File: src/rtl/rsa_sequencer.sv
// rtl/rsa_sequencer.sv - control sequencer for a Montgomery-multiplier based modular exponentiator
module rsa_sequencer #(
    parameter int WIDTH      = 8,
    parameter int EXP_WIDTH  = 8,
    parameter int EARLY_EXIT = 0
) (
    input  logic                                 clk,
    input  logic                                 rstb,
    input  logic                                 ena,
    input  logic                                 start,
    input  logic                                 abort,
    input  logic [EXP_WIDTH-1:0]                 E,
    input  logic [$clog2(EXP_WIDTH+1)-1:0]       exp_len,
    output logic                                 clear_mmm,
    output logic                                 ld_a,
    output logic                                 ld_r,
    output logic                                 lock1,
    output logic                                 lock2,
    output logic                                 sel2,
    output logic [1:0]                           sel1,
    output logic                                 busy,
    output logic                                 eoc,
    output logic [$clog2(EXP_WIDTH+1)-1:0]       rounds_done
);

    localparam int CW = $clog2(EXP_WIDTH + 1);
    localparam int SW = $clog2(WIDTH);
    localparam logic [CW-1:0] RMAX = CW'(EXP_WIDTH);
    localparam logic [SW-1:0] LAST = SW'(WIDTH - 1);

    typedef enum logic [3:0] {
        IDLE, PRE_MAP, MAP, POST_MAP, PRE_MMM, MMM, POST_MMM,
        PRE_REMAP, REMAP, POST_REMAP, EOC
    } state_t;

    state_t               state, state_nxt;
    logic [SW-1:0]        step;
    logic [EXP_WIDTH-1:0] exp_q;
    logic [CW-1:0]        r_q;
    logic [CW-1:0]        rd_inc;
    logic                 early_done;

    assign rd_inc     = rounds_done + CW'(1);
    assign early_done = (EARLY_EXIT != 0) && ((exp_q >> 1) == '0);

    always_ff @(posedge clk) begin
        if (rstb) begin
            state       <= IDLE;
            exp_q       <= '0;
            step        <= '0;
            rounds_done <= '0;
            r_q         <= RMAX;
        end else if (abort) begin
            // rounds_done is kept so software can see how far the aborted run got
            state <= IDLE;
            exp_q <= '0;
            step  <= '0;
        end else if (ena) begin
            state <= state_nxt;
            case (state)
                IDLE: begin
                    if (start) begin
                        exp_q       <= E;
                        r_q         <= (exp_len == '0 || exp_len > RMAX) ? RMAX : exp_len;
                        step        <= '0;
                        rounds_done <= '0;
                    end
                end
                MAP, MMM, REMAP: step <= (step == LAST) ? '0 : step + SW'(1);
                POST_MAP, POST_REMAP: step <= '0;
                POST_MMM: begin
                    step        <= '0;
                    exp_q       <= exp_q >> 1;
                    rounds_done <= rd_inc;
                end
                default: ;
            endcase
        end
    end

    always_comb begin
        state_nxt = state;
        case (state)
            IDLE:       state_nxt = start ? PRE_MAP : IDLE;
            PRE_MAP:    state_nxt = MAP;
            MAP:        state_nxt = (step == LAST) ? POST_MAP : MAP;
            POST_MAP:   state_nxt = PRE_MMM;
            PRE_MMM:    state_nxt = MMM;
            MMM:        state_nxt = (step == LAST) ? POST_MMM : MMM;
            POST_MMM:   state_nxt = (rd_inc == r_q || early_done) ? PRE_REMAP : PRE_MMM;
            PRE_REMAP:  state_nxt = REMAP;
            REMAP:      state_nxt = (step == LAST) ? POST_REMAP : REMAP;
            POST_REMAP: state_nxt = EOC;
            EOC:        state_nxt = IDLE;
            default:    state_nxt = IDLE;
        endcase
    end

    always_comb begin
        clear_mmm = 1'b0;
        ld_a      = 1'b0;
        ld_r      = 1'b0;
        lock1     = 1'b0;
        lock2     = 1'b0;
        sel1      = 2'b00;
        sel2      = 1'b0;
        busy      = 1'b0;
        eoc       = 1'b0;
        case (state)
            PRE_MAP, MAP, POST_MAP: begin
                clear_mmm = 1'b1;
                lock1     = 1'b1;
                lock2     = 1'b1;
                busy      = 1'b1;
                ld_a      = (state == PRE_MAP);
                ld_r      = (state == POST_MAP);
            end
            PRE_MMM, MMM, POST_MMM: begin
                clear_mmm = 1'b1;
                lock1     = exp_q[0];
                lock2     = 1'b1;
                sel1      = 2'b01;
                sel2      = 1'b1;
                busy      = 1'b1;
                ld_a      = (state == PRE_MMM);
                ld_r      = (state == POST_MMM);
            end
            PRE_REMAP, REMAP, POST_REMAP, EOC: begin
                clear_mmm = 1'b1;
                lock1     = 1'b1;
                sel1      = 2'b10;
                sel2      = 1'b1;
                busy      = 1'b1;
                ld_a      = (state == PRE_REMAP);
                ld_r      = (state == POST_REMAP) || (state == EOC);
                eoc       = (state == EOC);
            end
            default: ;
        endcase
    end

endmodule

File: config.mk
export PLATFORM = sky130hd
export DESIGN_NAME = rsa_sequencer
export DESIGN_NICKNAME = d
export VERILOG_FILES = /design/src/rtl/rsa_sequencer.sv
export SDC_FILE = /design/constraint.sdc
export NUM_CORES = 1
export LEC_CHECK = 0
export BUFFER_PORTS_ARGS = -buffer_cell sky130_fd_sc_hd__buf_2
export CAP_MARGIN = 10
export CORE_ASPECT_RATIO = 1.5
export CORE_UTILIZATION = 44
export DETAILED_ROUTE_END_ITERATION = 10
export GPL_TIMING_DRIVEN = 0
export PLACE_DENSITY = 0.69
export SLEW_MARGIN = 0
export SYNTH_ARGS = -nofsm -noshare
export SYNTH_HDL_FRONTEND = slang
export SYNTH_SLANG_ARGS = --single-unit
File: constraint.sdc
create_clock -name clk -period 1.6 [get_ports clk]
set_input_delay 0.16 -clock clk [delete_from_list [all_inputs] [get_ports clk]]
set_output_delay 0.16 -clock clk [all_outputs]
set_load 0.005 [all_outputs]
==> metrics, run 1 <==
CTS tree=done; Reg power frac=52.2%; crit path DAT=1520 ps; # port buffers=28; R2R depth=5; ys async rst share=0%; root buffer cell=clkbuf_8; Synth Area in Compound Gates=22.1%; commonest non-fill, non-tap cell in the layout=buf_2; Clock Skew=4.94 ps; Residual DRC=0; TritonRoute pass-1 iters=4; Worst VDD drop=0.000576 V; final setup vio count=13; grt total ovfl=0; Final WS setup=-84.3 ps; Nets=259; Post-Synth XOR/XNOR Area=5.41%; worst reg2reg startpoint=state[2]; CP max FO=10; Via density=5.74; cell chain of the critical path=nand4bb_2 > clkbuf_4 > o21ai_1 > buf_2; EDFF count, synth=0; CP top delay family=buffers and inverters; ANT nets after route=0; full die area=3550 um^2; Fmax=594 MHz; cell area after layout=2140 um^2; Slew Limit Fails=0; slew margin rel.=67.0%; Synth Area in Adders=2.58%; Worst Max-Slew Pin Slew=496 ps; dominant synthesized flop cell=dfxtp_1; final wirelength=4330 um; Yosys warnings=0; I/O pins=31; status=complete, but fails checks; Initial Util=46.1%; worst flop-to-flop path endpoint=rounds_done[1]; final cell count without fillers=278; Pwr Density=523 nW/um^2; failing checks=negative setup slack; Psw=0.280 mW; final hold vios=0; WS Path Type=register to output port; Comb power frac=15.3%; initial DRC count=54; post-layout minimum cycle time=1680 ps; most frequent cells in the layout=28 x buf_2, 25 x nand2_1, 22 x nor2_1, 19 x dfxtp_1, 17 x buf_4; Placement Setup Slack=-280 ps; area of the multi-input gates=1050 um^2; share of cells above drive strength 1=41.6%; clock group share of total power=32.6%; initial antenna violation count=0; hold-critical path depth=3; Int Pwr=0.838 mW; Die Wd=49.0 um; Post-DP Area=1650 um^2; post-synthesis sequential area ratio=31.6%; fin crit share=105%; Antenna Cells=0; DP Cell Count=254; Worst setup EP type=output port; CP required=1440 ps; Syn Area/Cell=7.84 um^2; hpwl dp=2460 um; CTS max path bufs=2; Slowest cell on crit path=dfxtp_4; Synthesized Nets=206; CTS buffer count=3; clock sink total=23; clk_lat worst skew=270 ps; hold path start=E[5]; Mapped Area=1460 um^2; Sequential Area=475 um^2; post-synthesis instance total=186; Reg clk slew, reported paths=80 ps; Via Count=1595; Row Count=25; core box area=3160 um^2; WL/cell=15.6 um; largest family of logic cells by synthesized area=simple AND/OR/NAND/NOR gates; Die Y=72.5 um; CP Buf/Inv Count=2; Yosys cell types=49; Area Growth Syn to Fin=46.5%; number of fill cells=270; CP startpoint kind=register; Post-Synth Simple-Gate Area=29.4%; Total GRT Usage=22.2%; hold crit path type=input pin to register; P_leak=0.886 nW; worst stage delay on the critical path=370 ps; unrepaired setup endpoints after global routing=yes; multiplexer area fraction after synthesis=2.75%; vias in the first global route=1442; r2r setup slk=-80 ps; hold endpoint=exp_q[5]; #FFs+latches synth=23; Placer Congestion=0.802; first-pass GRT wire length=6220 um; Switching Fraction=25.1%; pin count of the biggest net entering global routing=13; H-tree Lvls=1; maxcap violations=0
[cells by family (layout without fill, tap and decap cells)]
group                    count (synthesis)  count (layout)
AO/OA/AOI/OAI                           45              45
multiplexers                             4               4
buffers and inverters                   19              71
AND/OR/NAND/NOR                         83              83
XOR/XNOR                                 9               9
flip-flops                              23              23
adder cells (fa/ha/maj)                  3               3
[cell type report]
class,instances,share of cell area (%)
Sequential cell,23,22.3
Timing Repair Buffer,50,16.0
Clock buffer,4,2.11
Buffer,13,7.26
Multi-Input combinational cell,144,49.3
Tap cell,40,2.34
Inverter,4,0.703
[per-stage QoR]
stage	setup TNS (ps)	util (%)	power [mW]	hold slack, ps
after floorplan	-60.0	-	0.683	314
after global placement	-2490	52.3	0.725	434
after detailed placement	-3180	52.3	0.726	439
after CTS	-587	61.0	1.10	151
after global routing	-1860	67.6	1.16	154
final	-562	67.6	1.12	148
[sequential cells by signal (all words and copies together) (netlist names)]
signal       flops
exp_q            8
r_q              4
rounds_done      4
state            4
step             3
[worst register-to-register path, stage by stage, from the launching register on]
cell and delay [ps]:
dfxtp_4 390, or3b_4 400, a211o_1 280, buf_4 150, or2_2 300, a21oi_2 110
[worst max path at each step]
stage	startpoint	end	slack (ps)	depth (start not counted)
floorplan	state[2]	rounds_done[3]	-60	4
global placement	state[2]	rounds_done[1]	-250	6
detailed placement	state[2]	rounds_done[1]	-280	6
CTS	state[3]	rounds_done[3]	-110	4
global route	state[0]	busy	-140	6
finish	state[0]	ld_r	-80	4
[power groups by stage]
| stage | Sequential [mW] | Combinational, mW | Clock [mW] |
|---|---|---|---|
| final | 0.583 | 0.171 | 0.364 |
| after global routing | 0.584 | 0.185 | 0.395 |
| after CTS | 0.583 | 0.150 | 0.368 |
| after detailed placement | 0.601 | 0.125 | 0 |
| after global placement | 0.601 | 0.124 | 0 |
| after floorplan | 0.600 | 0.0828 | 0 |
[repair_timing]
item / 4_1_cts / 5_1_grt
pin swaps: 13 / 14
cloned: 1 / 1
buffers inserted: 14 / 6
hold buffers: 0 / 0
setup endpoints to repair: 32 / 26
resized for setup: 44 / 36
[Yosys cell counts, types with 2 or more instances]
cell type   n  share of area (%)
nor3b_1     2                1.0
buf_2       2               0.69
xor2_1      3                1.8
xnor2_1     6                3.6
a311oi_1    7                4.2
nor4bb_1    2                1.4
mux2i_1     4                2.7
dfxtp_1    23                 32
and2_1      2               0.86
a21oi_1    10                3.4
nor3_1      3                1.0
o211ai_1    3                1.5
or2_2       3                1.3
ha_1        3                2.6
nor4b_1     3                1.8
a32o_1      3                2.1
clkbuf_1   10                2.6
and3_1      3                1.3
or3_1       2               0.86
nor2b_1     3                1.3
nand3_1     2               0.69
o21ai_0     8                2.7
nand2_1    25                6.4
nor2_1     25                6.4
buf_4       2                1.0
inv_1       4                1.0
[layer usage]
| metal | vias to the layer above | track usage, % | wire length, um |
|---|---|---|---|
| met5 | - | 0 | 0 |
| met4 | 0 | 12.7 | 120 |
| met3 | 12 | 2.10 | 186 |
| met2 | 69 | 40.0 | 2310 |
| met1 | 743 | 25.3 | 1720 |
| li1 | 771 | - | - |
(Power assumes the default switching activity.)
==> inputs of run 2 (changes only) <==
--- a/config.mk
+++ b/config.mk
@@ -8,10 +8,10 @@
 export BUFFER_PORTS_ARGS = -buffer_cell sky130_fd_sc_hd__buf_2
 export CAP_MARGIN = 10
 export CORE_ASPECT_RATIO = 1.5
-export CORE_UTILIZATION = 44
+export CORE_UTILIZATION = 35
 export DETAILED_ROUTE_END_ITERATION = 10
 export GPL_TIMING_DRIVEN = 0
-export PLACE_DENSITY = 0.69
+export PLACE_DENSITY_LB_ADDON = 0.08
 export SLEW_MARGIN = 0
 export SYNTH_ARGS = -nofsm -noshare
 export SYNTH_HDL_FRONTEND = slang
==> run 2 against run 1 <==
  * Global-route usage down 3.8 points
  * Register-to-register slack barely moved
  * Largest cell class unchanged
  * Final area down 4.6%
  * The flow still finishes with violations (negative setup slack)
  * Worst setup slack better by 11 ps
==> metrics, run 2 (synthesis gave the netlist of run 1 again) <==
commonest non-fill, non-tap cell in the layout=buf_2 (unchanged); Worst setup EP type=register (was output port); CP Buf/Inv Count=0 (was 2); root buffer cell=clkbuf_8 (unchanged); hpwl dp=2730 um (was 2460 um); DP Cell Count=259 (was 254); final hold vios=0 (unchanged); cell area after layout=2040 um^2 (was 2140 um^2); full die area=4430 um^2 (was 3550 um^2); unrepaired setup endpoints after global routing=yes (unchanged); failing checks=negative setup slack (unchanged); first-pass GRT wire length=6070 um (was 6220 um); Psw=0.270 mW (was 0.280 mW); Switching Fraction=24.4% (was 25.1%); critical path depth=4 (unchanged); initial antenna violation count=0 (unchanged); clock group share of total power=31.9% (was 32.6%); Worst Max-Slew Pin Slew=528 ps (was 496 ps); Row Count=28 (was 25); Placer Congestion=0.757 (was 0.802); Comb power frac=15.2% (was 15.3%); Largest register FFs=8 (unchanged); grt total ovfl=0 (unchanged); CP top delay family=simple AND/OR/NAND/NOR gates (was buffers and inverters); r2r setup slk=-70 ps (was -80 ps); Clock Skew=2.69 ps (was 4.94 ps); worst reg2reg startpoint=state[2] (unchanged); I/O pins=31 (unchanged); Crit. Startpoint=state[2] (was state[0]); cell chain of the critical path=or3b_4 > a211o_1 > or4_1 > a21oi_1 (was nand4bb_2 > clkbuf_4 > o21ai_1 > buf_2); Die Y=81.0 um (was 72.5 um); TritonRoute pass-1 iters=4 (unchanged); Residual DRC=0 (unchanged); most frequent cells in the layout=28 x buf_2, 25 x nand2_1, 20 x nor2_1, 19 x dfxtp_1, 11 x buf_4 (was 28 x buf_2, 25 x nand2_1, 22 x nor2_1, 19 x dfxtp_1, 17 x buf_4); CTS buffer count=3 (unchanged); hold-critical path depth=3 (unchanged); maxcap violations=0 (unchanged); crit path DAT=1870 ps (was 1520 ps); Area Growth Syn to Fin=39.8% (was 46.5%); P_leak=0.839 nW (was 0.886 nW); Most flops, register=exp_q (unchanged); CP startpoint kind=register (unchanged); vias in the first global route=1395 (was 1442); final wirelength=3860 um (was 4330 um); Nets=249 (was 259); R2R depth=4 (was 5); H-tree Lvls=1 (unchanged); final cell count without fillers=273 (was 278); clk_lat worst skew=260 ps (was 270 ps); Hold Slack=158 ps (was 148 ps); Slowest cell on crit path=or3b_4 (was dfxtp_4); Antenna Cells=0 (unchanged); hold crit path type=input pin to register (unchanged); Post-DP Area=1660 um^2 (was 1650 um^2); Post-Route Utilization=51.5% (was 67.6%); post-layout minimum cycle time=1670 ps (was 1680 ps); Reg power frac=52.8% (was 52.2%); initial DRC count=27 (was 54); WS Path Type=register to register (was register to output port); Pwr Density=543 nW/um^2 (was 523 nW/um^2); Die Wd=54.7 um (was 49.0 um); hold path start=E[4] (was E[5]); # port buffers=28 (unchanged); Total GRT Usage=18.4% (was 22.2%); Int Pwr=0.836 mW (was 0.838 mW); ANT nets after route=0 (unchanged); pin count of the biggest net entering global routing=14 (was 13); fin crit share=105% (about the same); final setup vio count=5 (was 13); core box area=3960 um^2 (was 3160 um^2); Fin Setup TNS=-103 ps (was -562 ps); CP max FO=3 (was 10); Worst VDD drop=0.000485 V (was 0.000576 V); share of cells above drive strength 1=39.5% (was 41.6%); CTS tree=done (unchanged); Placement Setup Slack=-278 ps (was -280 ps); Via Count=1493 (was 1595); Reg clk slew, reported paths=80 ps (about the same); Slew Limit Fails=0 (unchanged); status=complete, but fails checks (unchanged); Final WS setup=-73.7 ps (was -84.3 ps); crit path to=rounds_done[3] (was ld_r); CP required=1790 ps (was 1440 ps); CTS max path bufs=2 (unchanged); Tot Pwr=1.11 mW (was 1.12 mW); slew margin rel.=64.8% (was 67.0%); clock sink total=23 (unchanged); worst stage delay on the critical path=410 ps (was 370 ps); Via density=5.47 (was 5.74); Fmax=597 MHz (was 594 MHz); WL/cell=14.1 um (was 15.6 um); Initial Util=36.8% (was 46.1%); worst flop-to-flop path endpoint=rounds_done[3] (was rounds_done[1])
[run 2: cell count changes in the layout (fill, tap and decap cells not counted), moves of 2 or more]
cell and delta:
buf_12 +2, buf_4 -6, buf_6 -2, buf_8 -3
nor2_1 -2, nor4b_1 +2, o21ai_1 -2, xnor2_1 -2
xnor2_2 +2
[run 2: area by class of cell]
type / count / area [um^2]
Timing Repair Buffer: 39 / 251
Sequential cell: 23 / 473
Clock inverter: 1 / 5.00
Multi-Input combinational cell: 144 / 1040
Clock buffer: 3 / 41.3
Buffer: 14 / 154
Inverter: 4 / 17.5
Tap cell: 45 / 56.3
Fill cell: 395 / 1920
[run 2: repair_timing]
action	CTS	global route
endpoints found under the hold margin	0	0
pin swaps	9	10
setup buffers	5	6
gates resized for setup	35	36
setup endpoints to repair	32	26
hold buffers	0	0
[run 2: how the worst min path moves through the flow]
| stage | slack, ps | endpoint |
|---|---|---|
| 2_1_floorplan | 310 | r_q[3] |
| 3_3_place_gp | 430 | exp_q[3] |
| 3_5_place_dp | 430 | exp_q[4] |
| 4_1_cts | 150 | exp_q[4] |
| 5_1_grt | 170 | exp_q[0] |
| 6_report | 160 | exp_q[4] |
[run 2: tightest hold or removal path, delay by kind of cell]
kind / cells / cell delay (ps)
buf+inv: 1 / 90
compound gates: 1 / 80
simple gates: 1 / 40
[run 2: power by group through the flow]
stage,sequential [mW],clock [mW],combinational (mW)
2_1_floorplan,0.600,0,0.0828
3_3_place_gp,0.601,0,0.123
3_5_place_dp,0.602,0,0.126
4_1_cts,0.587,0.377,0.145
5_1_grt,0.586,0.387,0.185
6_report,0.584,0.353,0.168
[run 2: routing by layer]
layer  share of wire [%]  global-route usage (%)  vias to the layer above
met1                  42                    20.2                      708
met2                  54                    33.6                       28
met4                 1.7                    7.69                        0
met5                   0                       0                        -
met3                 2.4                    1.87                        6
li1                    -                       -                      751
